`config.mk`:
```
export PLATFORM = sky130hd
export DESIGN_NAME = multi_ch_signal_stretcher
export DESIGN_NICKNAME = d
export VERILOG_FILES = /design/src/rtl/multi_ch_signal_stretcher.sv
export SDC_FILE = /design/constraint.sdc
export NUM_CORES = 1
export LEC_CHECK = 0
export CORE_MARGIN = 4
export CORE_UTILIZATION = 40
export DETAILED_ROUTE_END_ITERATION = 8
export GPL_ROUTABILITY_DRIVEN = 0
export GPL_TIMING_DRIVEN = 0
export MAX_ROUTING_LAYER = met4
export PLACE_DENSITY = 0.66
export SETUP_SLACK_MARGIN = 0.1
export SYNTH_ARGS = -nofsm -noshare
export SYNTH_HDL_FRONTEND = slang
export SYNTH_SLANG_ARGS = --single-unit
```
`constraint.sdc`:
```
create_clock -name CLK -period 2.43 [get_ports CLK]
set_clock_uncertainty 0.1 [all_clocks]
set_input_delay 0.3645 -clock CLK [delete_from_list [all_inputs] [get_ports CLK]]
set_output_delay 0.3645 -clock CLK [all_outputs]
set_load 0.05 [all_outputs]
```
`src/rtl/multi_ch_signal_stretcher.sv`:
```
// Per-channel trigger pulse stretcher with retrigger and dead time, plus registered OR of all windows.
// Latency: 1 cycle from first high sample to SIG_OUT/SIG_OR; no backpressure, every cycle is consumed.
module multi_ch_signal_stretcher #(
    parameter int N_CH      = 8,
    parameter int LEN_WIDTH = 5
) (
    input  logic                      CLK,
    input  logic                      RESET,
    input  logic                      CFG_LOAD,
    input  logic [N_CH*LEN_WIDTH-1:0] EXTEND_LEN,
    input  logic [LEN_WIDTH-1:0]      DEAD_LEN,
    input  logic                      RETRIG_EN,
    input  logic [N_CH-1:0]           SIG_IN,
    output logic [N_CH-1:0]           SIG_OUT,
    output logic                      SIG_OR
);

    typedef enum logic [1:0] {IDLE, ACTIVE, HOLD, DEAD} state_t;

    logic [N_CH*LEN_WIDTH-1:0] ext_len_q;
    logic [LEN_WIDTH-1:0]      dead_len_q;
    logic                      retrig_q;

    state_t                    state_q [N_CH];
    state_t                    state_d [N_CH];
    logic [LEN_WIDTH-1:0]      cnt_q   [N_CH];
    logic [LEN_WIDTH-1:0]      cnt_d   [N_CH];
    logic [N_CH-1:0]           win_d;

    // Shadow config; a CFG_LOAD coinciding with HOLD/DEAD entry still sees the old values below.
    always_ff @(posedge CLK) begin
        if (RESET || CFG_LOAD) begin
            ext_len_q  <= EXTEND_LEN;
            dead_len_q <= DEAD_LEN;
            retrig_q   <= RETRIG_EN;
        end
    end

    always_comb begin
        win_d = '0;
        for (int i = 0; i < N_CH; i++) begin
            state_d[i] = state_q[i];
            cnt_d[i]   = cnt_q[i];
            case (state_q[i])
                IDLE: begin
                    if (SIG_IN[i]) state_d[i] = ACTIVE;
                end
                ACTIVE: begin
                    if (!SIG_IN[i]) begin
                        if (ext_len_q[i*LEN_WIDTH +: LEN_WIDTH] != '0) begin
                            state_d[i] = HOLD;
                            cnt_d[i]   = ext_len_q[i*LEN_WIDTH +: LEN_WIDTH] - LEN_WIDTH'(1);
                        end else if (dead_len_q != '0) begin
                            state_d[i] = DEAD;
                            cnt_d[i]   = dead_len_q - LEN_WIDTH'(1);
                        end else begin
                            state_d[i] = IDLE;
                        end
                    end
                end
                HOLD: begin
                    if (retrig_q && SIG_IN[i]) begin
                        state_d[i] = ACTIVE;
                    end else if (cnt_q[i] != '0) begin
                        cnt_d[i] = cnt_q[i] - LEN_WIDTH'(1);
                    end else if (dead_len_q != '0) begin
                        state_d[i] = DEAD;
                        cnt_d[i]   = dead_len_q - LEN_WIDTH'(1);
                    end else begin
                        state_d[i] = IDLE;
                    end
                end
                DEAD: begin
                    if (cnt_q[i] != '0) begin
                        cnt_d[i] = cnt_q[i] - LEN_WIDTH'(1);
                    end else begin
                        // Expiry passes through IDLE in the same cycle so the output gap is exactly D.
                        state_d[i] = SIG_IN[i] ? ACTIVE : IDLE;
                    end
                end
                default: begin
                    state_d[i] = IDLE;
                    cnt_d[i]   = '0;
                end
            endcase
            win_d[i] = (state_d[i] == ACTIVE) || (state_d[i] == HOLD);
        end
    end

    always_ff @(posedge CLK) begin
        if (RESET) begin
            for (int i = 0; i < N_CH; i++) begin
                state_q[i] <= IDLE;
                cnt_q[i]   <= '0;
            end
            SIG_OUT <= '0;
            SIG_OR  <= 1'b0;
        end else begin
            for (int i = 0; i < N_CH; i++) begin
                state_q[i] <= state_d[i];
                cnt_q[i]   <= cnt_d[i];
            end
            SIG_OUT <= win_d;
            SIG_OR  <= |win_d;
        end
    end

endmodule

```
* Word level (Yosys, flattened, before mapping)
Memories as Yosys holds them, arrays and structs flattened. Index checks and enable logic that the tools add are counted.
Operators by class: reduce and logical (&&, ||, !) cells 43, equal/unequal tests 40, bitwise operators 16, magnitude comparators 0, multiply operators 0, $add $sub $neg 17, div/mod/pow operators 0, multiplexer cells 140, shift-type cells 0
Operators with widths (number):
- 5-bit 2-to-1 mux | 56
- 5-bit one-hot mux with 3 select lines | 8
- 2-bit 2-to-1 mux | 57
- 5-bit nonzero test | 17
- 5-bit by 1-bit subtractor with 5-bit output (second input constant) | 17
- 2-bit one-hot mux with 4 select lines | 8
- 2-bit equality test (second input constant) | 24
- 2-bit by 1-bit equality test with 1-bit output (second input constant) | 16
- 2-bit logical NOT | 8
- 1-bit bitwise OR | 16
- 1-bit 2-to-1 mux | 11
- 1-bit logical OR | 9
- 1-bit logical AND | 8
- 8-bit OR reduction | 1
Word-level totals: bits in writable memories 56, bits of input ports 57, bits in latches 0, memories kept 2, logic and storage cells 263, output and inout bits 9, bits in read-only memories 0, flip-flop bits (word level) 55
Memory list:
- cnt_q | words 8, bits a word 5, read ports 8, clocked after Yosys merged registers in 0, write ports 8, line 26 | logic [LEN_WIDTH-1:0] cnt_q [N_CH];
- state_q | words 8, bits a word 2, read ports 8, clocked after Yosys merged registers in 0, write ports 8, line 24 | state_t state_q [N_CH];

* Logic depth before layout (Yosys ltp)
Gate-level depths: netlist of the first run.
word-level depth 8, mapped depth 12, gate-level depth less buffers 9

* Least setup slack after synthesis of the first run
No wires, ideal clock.
kind reg2reg, from register dead_len_q[0], to register SIG_OR, path slack -0.250 ns, data arrival time 2.503 ns, clock period less this slack 2.680 ns, stages on the path, launching flop included 10, data required time 2.253 ns, buffers on the path 1, library setup time 0.077 ns, cells stage by stage edfxtp_1 -> inv_1 -> ha_1 -> or4b_4 -> buf_6 -> a221oi_2 -> mux2_2 -> and2_1 -> and4_4 -> a41oi_2
Between the ends: word-level cells in the longest chain between the ends 8, elaborated cells between the ends (all ways) 67, classes of those cells eq/ne (16); mux (41); reduce/logical (10)
Ends and longest elaborated chain:
- start, declared | line 21 | logic [LEN_WIDTH-1:0] dead_len_q;
- start signal, assigned | line 34 | dead_len_q <= DEAD_LEN;
- 5-bit nonzero test (*) | line 53, 66
- 2-bit 2-to-1 mux (*) | line 53, 66
- 2-bit 2-to-1 mux, on equally long branches | line 64, 50
- 2-bit 2-to-1 mux, on equally long branches | line 62, 49
- 2-bit one-hot mux with 4 select lines | line 44 | case (state_q[i])
- 2-bit by 1-bit equality test with 1-bit output or 2-bit equality test (tied branches) | line 86 | win_d[i] = (state_d[i] == ACTIVE) || (state_d[i] == HOLD);
- 1-bit logical OR | line 86
- 8-bit OR reduction (*) | line 104 | SIG_OR <= |win_d;
- end signal, assigned | line 104
- end, declared | line 15 | output logic SIG_OR
Every way passes the cells marked *; elsewhere a longest branch is shown, timed or not. A chain may end at the register's enable or synchronous reset.

==> impl_results.md, run 1 <==
- Status: complete, but fails checks
- Failing checks: setup timing
- CTS tree: done
- Lkg Pwr: around 3.9 nW
- Fin crit period: approximately 2.8 ns
- Starting Density: ~40%
- Final hold violations: 0
- R2r startpoint: cnt_q[1][10]
- Fraction of registers with async set/reset: 0%
- Final Cycle Share: 113.6%
- Pwr Density: 689.2 mW/mm²
- Core area: around 0.019 mm²
- Detail Route Antenna Nets: 0
- DRC violations left: 0
- N_diodes: 0
- Adder and majority gate portion of the synthesized area: slightly above 7%
- Worst path cell trace: inv_1 -> ha_2 -> or4b_1 -> clkbuf_4 -> a221o_1 -> a21oi_2 -> mux2_4 -> and4_4 -> a41oi_2
- Final nets: 1,178
- CTS H-tree lvls: 3
- Number of vias per cell: approximately 6
- TritonCTS sink count: roughly 110
- Initial antenna violation count: 0
- DR pass1 iterations: 6
- FILL cells: ~1,700
- Synth unique cells: 80
- Worst setup SP type: flip-flop
- Sequential fraction of the synthesis area: between 30 and 40%
- Global route overflow: 0
- Pint: between 4 and 5 mW
- Arrival @ worst endpoint: just under 3 ns
- Critical Path Start: cnt_q[1][10]
- Clk pwr share: 21.2%
- CP delay by family, top: compound AO/OA/AOI/OAI gates
- Mux cell area share after synthesis: between 1 and 1.5%
- F_max: roughly 360 MHz
- Row count: 50
- Global-route wire length before repair: between 30,000 and 40,000 µm
- Die Width: around 150 µm
- Top_reg_cell synth: dfxtp_1
- Routed vias: between 7,000 and 8,000
- # Max-Cap Violations: 0
- Routed len/inst: about 18 µm
- Crit Path Class: flip-flop to flip-flop
- P_sw: about 2.8 mW
- Syn_area_per_cell: approximately 8.3 µm²
- Sw Ratio: between 30 and 40%
- Later-pin clock latency in the skew report: 0.36 ns
- Post-synth EDFFs: 46
- Post-Synth XOR/XNOR Area: between 3 and 4%
- Net count after synthesis: 1,040
- Power, Total: 7.257 mW
- RSZ-0062 raised after global routing: yes
- #FFs+latches synth: roughly 110
- CP Capture Type: flip-flop
- Worst Path Max Fanout: 8
- Final core utilization: a little under three fifths
- Critical Path RT: 2.60 ns
- Syn Inst Count: roughly 940
- Max-slew headroom: 24.55%
- Comb pwr share: between 40 and 50%
- Commonest non-fill, non-tap cell in the layout: nor2_1
- Yosys warns: 0
- Max stage delay on crit path: roughly 0.44 ns
- Vias in the first global route: around 7,500
- Largest family of logic cells by synthesized area: compound AO/OA/AOI/OAI gates
- Hold Path Origin: SIG_IN[6]
- Final wirelength: approximately 24,000 µm
- IO Port Bufs: slightly above 60
- Compound-Gate Fraction of Synth Area: between 20% and 30%
- CTS buffer count: 9
- Multi-input logic area: ~0.0054 mm²
- Top Ports: 66
- Detailed Route Iter0 Violations: approximately 770
- Setup Viol. Count Final: 38
- Die Footprint: 0.02178 mm²
- Clk slew on worst S/H paths: about 0.08 ns
- Layout cells sized above 1: ~22%
- Clock Root Buffer: clkbuf_16
- Clock tree buffer depth: 2
- Register share of total power: around a third
- Post-Synth Simple-Gate Area: between 20% and 30%
- Slowest cell on crit path: or4b_1
- Hold WC Path Type: input pin to flip-flop
- Register area: between 0.002 and 0.003 mm²
- Max VDD drop: 0.3469 mV
- Hold buffer count at CTS: 0
- Commonest cells after routing, fill and taps aside: 115 x nor2_1, 64 x dfxtp_1, 61 x clkdlybuf4s50_1
- Mapped Area: a little under 0.008 mm²
- Worst slew pin tran: ~1.1 ns
- Buf/Inv on CP: 2
- Setup TNS Final: -4.687 ns
- Chip Height: about 150 µm
- Fin. max-slew vios: 0
- Area growth, synth to finish: 35.11%
- Total GRT Usage: between 20 and 25%
- Detailed placement HPWL: between 15,000 and 20,000 µm
- Final worst slack: -0.3305 ns
- Largest net degree at the start of global routing: 47
## logic make-up (layout without fill, tap and decap cells)
group                      count (synthesis)  in the layout
and+or+nand+nor                          324            324
AOI/OAI and AO/OA                        308            308
DFF                                      111            111
buffers and inverters                    108            251
adders and majority gates                 45             45
xor gates and xnor gates                  32             32
muxes                                     10             10
## power by group through the flow
| stage | clock network, mW | registers [mW] | logic (mW) |
|---|---|---|---|
| 2_1_floorplan | 0 | 2.50 | 1.80 |
| 3_3_place_gp | 0 | 2.46 | 2.49 |
| 3_5_place_dp | 0 | 2.47 | 2.51 |
| 4_1_cts | 1.57 | 2.45 | 2.86 |
| 5_1_grt | 1.63 | 2.52 | 3.50 |
| 6_report | 1.54 | 2.48 | 3.23 |
## repair_timing
action | 4_1_cts | 5_1_grt
gates resized for setup | 119 | 102
gates cloned | 3 | 2
setup buffers | 38 | 24
pin swaps | 43 | 44
endpoints found under the setup margin | 61 | 60
## per-layer routing
metal | share of wire (%) | GRT usage, % | wire, µm | up-vias
li1 | - | - | - | 3761
met1 | 42 | 27.61 | 10270 | 3740
met2 | 47 | 34.80 | 11520 | 347
met3 | 6.6 | 3.311 | 1603 | 74
met4 | 4.2 | 11.23 | 1026 | 0
met5 | 0 | - | 0 | -
## area by class of cell
type	count	share of cell area, %
clock buffers	11	2.210
inverters	56	1.996
plain buffers	51	3.386
clock inverters	5	0.5585
multi-input cells	719	51.20
well taps	260	3.089
flip-flops and latches	111	25.49
repair buffers	128	12.07
## flip-flops by register name, summed over array words and instances, names as in the netlist
signal      cells
SIG_OR          1
SIG_OUT         8
cnt_q          40
dead_len_q      5
ext_len_q      40
retrig_q        1
state_q        16
## stage by stage
stage                     area (µm²)  instances  setup WS, ns  hold slack, ns
after floorplan                 7876        938      -0.03552          0.3494
after global placement          8812       1259       -0.8502          0.3751
after detailed placement        8812       1259       -0.8524          0.3787
after CTS                       9911       1315       -0.2763          0.2841
after global routing           10530       1341       -0.3784          0.3285
final                          10530       1341       -0.3305          0.3304
## final timing paths
kind | to | slack, ns | cells past startpoint
worst min-delay path | cnt_q[1][12] | 0.33 | 3
worst max-delay path | SIG_OR | -0.33 | 9
worst max register to register | SIG_OR | -0.33 | 9
worst min register to register | cnt_q[0][1] | 0.40 | 2
## worst register-to-register path, stage by stage (launching register included)
cell and delay [ns]:
dfxtp_2 0.36, inv_1 0.09, ha_2 0.20, or4b_1 0.44
clkbuf_4 0.20, a221o_1 0.37, a21oi_2 0.19, mux2_4 0.34
and4_4 0.19, a41oi_2 0.19
## synth_stat cells (all sizes together), types with 7 or more instances
cell type / count / area (µm²)
a31oi: 16 / 100.1
or4b: 9 / 97.60
xor2: 14 / 122.6
a2111oi: 10 / 115.1
nand2: 65 / 246.5
o21ai: 73 / 365.4
xnor2: 18 / 157.7
nor2: 131 / 499.2
a21oi: 69 / 349.1
o211ai: 27 / 202.7
a211oi: 25 / 197.7
or3: 7 / 43.79
mux2i: 7 / 70.07
a221oi: 7 / 67.56
a21boi: 9 / 67.56
and2: 7 / 43.79
a22oi: 11 / 82.58
inv: 56 / 210.2
nor3: 33 / 165.2
nor4b: 16 / 196.4
clkbuf: 40 / 150.1
buf: 12 / 83.82
nor2b: 14 / 87.58
edfxtp: 46 / 1381
nand3: 19 / 100.1
ha: 45 / 563.0
dfxtp: 65 / 1301
a311oi: 8 / 70.07
Note: power is estimated with default switching activity, not from simulation.
==> run 2: changes to the inputs <==
Settings changed: SLEW_MARGIN from default to 20.
==> impl_results.md, run 2 (synthesis gave the netlist of run 1 again) <==
- Status: complete, but fails checks (unchanged)
- Failing checks: setup timing (unchanged)
- Layout Cells excl Fill: 1,336 (was 1,341)
- Global route overflow: 0 (unchanged)
- RSZ-0062 raised after global routing: yes (unchanged)
- Max-slew headroom: 34.60% (was 24.55%)
- DRC violations left: 0 (unchanged)
- Clock tree buffer depth: 2 (unchanged)
- Die Width: 147.6 µm (unchanged)
- Row count: 50 (unchanged)
- CTS buffer count: 9 (unchanged)
- Worst Path Max Fanout: 6 (was 8)
- Starting Density: 41.12% (unchanged)
- Clk pwr share: 20.9% (was 21.2%)
- Worst slew pin tran: 0.9810 ns (was 1.132 ns)
- Detailed Route Iter0 Violations: 738 (was 771)
- Area growth, synth to finish: 36.64% (was 35.11%)
- Global-route wire length before repair: 38,700 µm (was 38,020 µm)
- # Max-Cap Violations: 0 (unchanged)
- Pint: 4.442 mW (was 4.409 mW)
- Largest net degree at the start of global routing: 47 (unchanged)
- Routed vias: 7,919 (was 7,922)
- CTS H-tree lvls: 3 (unchanged)
- Setup Viol. Count Final: 44 (was 38)
- Power, Total: 7.325 mW (was 7.257 mW)
- Register share of total power: 33.9% (was 34.2%)
- Fin crit period: 2.791 ns (was 2.760 ns)
- Layout cells sized above 1: 23.42% (was 22.20%)
- Setup TNS Final: -5.903 ns (was -4.687 ns)
- Crit Path Class: flip-flop to flip-flop (unchanged)
- Final wirelength: 24,750 µm (was 24,420 µm)
- Clk slew on worst S/H paths: 0.08 ns (about the same)
- Comb pwr share: 45.1% (was 44.5%)
- Critical Path RT: 2.61 ns (was 2.60 ns)
- Worst setup SP type: flip-flop (unchanged)
- Commonest non-fill, non-tap cell in the layout: nor2_1 (unchanged)
- Max VDD drop: 0.4126 mV (was 0.3469 mV)
- Area after DPL: 0.008822 mm² (was 0.008812 mm²)
- Total GRT Usage: 22.53% (was 22.08%)
- Core area: 0.01896 mm² (unchanged)
- Final worst slack: -0.3611 ns (was -0.3305 ns)
- N_diodes: 0 (unchanged)
- F_max: 358.3 MHz (was 362.3 MHz)
- Detailed placement HPWL: 15,730 µm (was 15,740 µm)
- Fin. max-slew vios: 0 (unchanged)
- Hold depth: 3 (unchanged)
- Vias in the first global route: 7,480 (was 7,503)
- Top Ports: 66 (unchanged)
- Detail Route Antenna Nets: 0 (unchanged)
- DR pass1 iterations: 5 (was 6)
- P_sw: 2.883 mW (was 2.848 mW)
- Hold WC Path Type: input pin to flip-flop (unchanged)
- Hold_ws: 0.3372 ns (was 0.3304 ns)
- Routed len/inst: 18.53 µm (was 18.21 µm)
- Final core utilization: 56.18% (was 55.55%)
- Die Footprint: 0.02178 mm² (unchanged)
- Setup WS pre-CTS: -0.8956 ns (was -0.8524 ns)
- Number of vias per cell: 5.927 (was 5.908)
- Pwr Density: 687.9 mW/mm² (was 689.2 mW/mm²)
- FILL cells: 1,660 (was 1,693)
- Chip Height: 147.6 µm (unchanged)
- IO Port Bufs: 61 (unchanged)
- Final Cycle Share: 114.9% (was 113.6%)
- TritonCTS sink count: 111 (unchanged)
- Clock Root Buffer: clkbuf_16 (unchanged)
- Final nets: 1,174 (was 1,178)
- Cells after DPL: 1,259 (unchanged)
- Commonest cells after routing, fill and taps aside: 108 x nor2_1, 65 x dfxtp_1, 61 x clkdlybuf4s50_1 (was 115 x nor2_1, 64 x dfxtp_1, 61 x clkdlybuf4s50_1)
- Biggest registers after layout: cnt_q x40, ext_len_q x40, state_q x16 (unchanged)
- Arrival @ worst endpoint: 2.97 ns (was 2.93 ns)
- Lkg Pwr: 3.902 nW (was 3.919 nW)
- CTS tree: done (unchanged)
- R2R cell count: 10 (was 9)
- Initial antenna violation count: 0 (unchanged)
- Sw Ratio: 39.35% (was 39.24%)
- Final hold violations: 0 (unchanged)
- CP Capture Type: flip-flop (unchanged)
- Post-route cell area: 0.01065 mm² (was 0.01053 mm²)
- Later-pin clock latency in the skew report: 0.37 ns (was 0.36 ns)
-- run 2: power by group through the flow --
| stage | sequential, mW | clock, mW | combinational, mW |
|---|---|---|---|
| global route | 2.52 | 1.62 | 3.58 |
| CTS | 2.45 | 1.55 | 3.03 |
| detailed placement | 2.47 | 0 | 2.52 |
| global placement | 2.46 | 0 | 2.49 |
| floorplan | 2.50 | 0 | 1.80 |
| finish | 2.49 | 1.53 | 3.31 |
-- run 2: cell type report --
class                      instances  area, µm²  share of cell area (%)
inverter                          56      210.2                   1.974
timing repair buffer             125       1266                   11.89
sequential                       111       2683                   25.19
multi-input combinational        719       5532                   51.94
tap                              260      325.3                   3.055
clock buffer                      10      229.0                   2.150
clock inverter                     5      60.06                  0.5640
buffer                            50      344.1                   3.231
-- run 2: final timing paths --
kind / slack, ns / from / to
hold reg to reg: 0.39 / cnt_q[0][1] / cnt_q[0][1]
setup reg to reg: -0.36 / dead_len_q[0] / SIG_OR
setup / recovery: -0.36 / dead_len_q[0] / SIG_OR
hold / removal: 0.34 / SIG_IN[6] / cnt_q[1][12]
-- run 2: worst max-delay path, cell delays in order (launching register included) --
cell and delay, ns:
edfxtp_1 0.49, inv_2 0.13, ha_4 0.15, or4b_4 0.47, buf_12 0.17, buf_12 0.15
a2111oi_4 0.30, a31oi_1 0.09, mux2_4 0.30, and4_4 0.19, a41oi_2 0.16
-- run 2: timing repair --
item,CTS,global route
gates resized for setup,144,115
hold endpoints to repair,0,0
hold buffers,0,0
endpoints found under the setup margin,61,61
gates cloned,6,0
pin swaps,57,58
setup buffers,44,26
-- run 2: metal layers --
layer	global-route usage [%]	vias up	part of all wire (%)
li1	-	3738	-
met1	28.20	3759	42
met2	36.02	347	47
met3	4.139	75	7.7
met4	9.226	0	3.6
met5	-	-	0
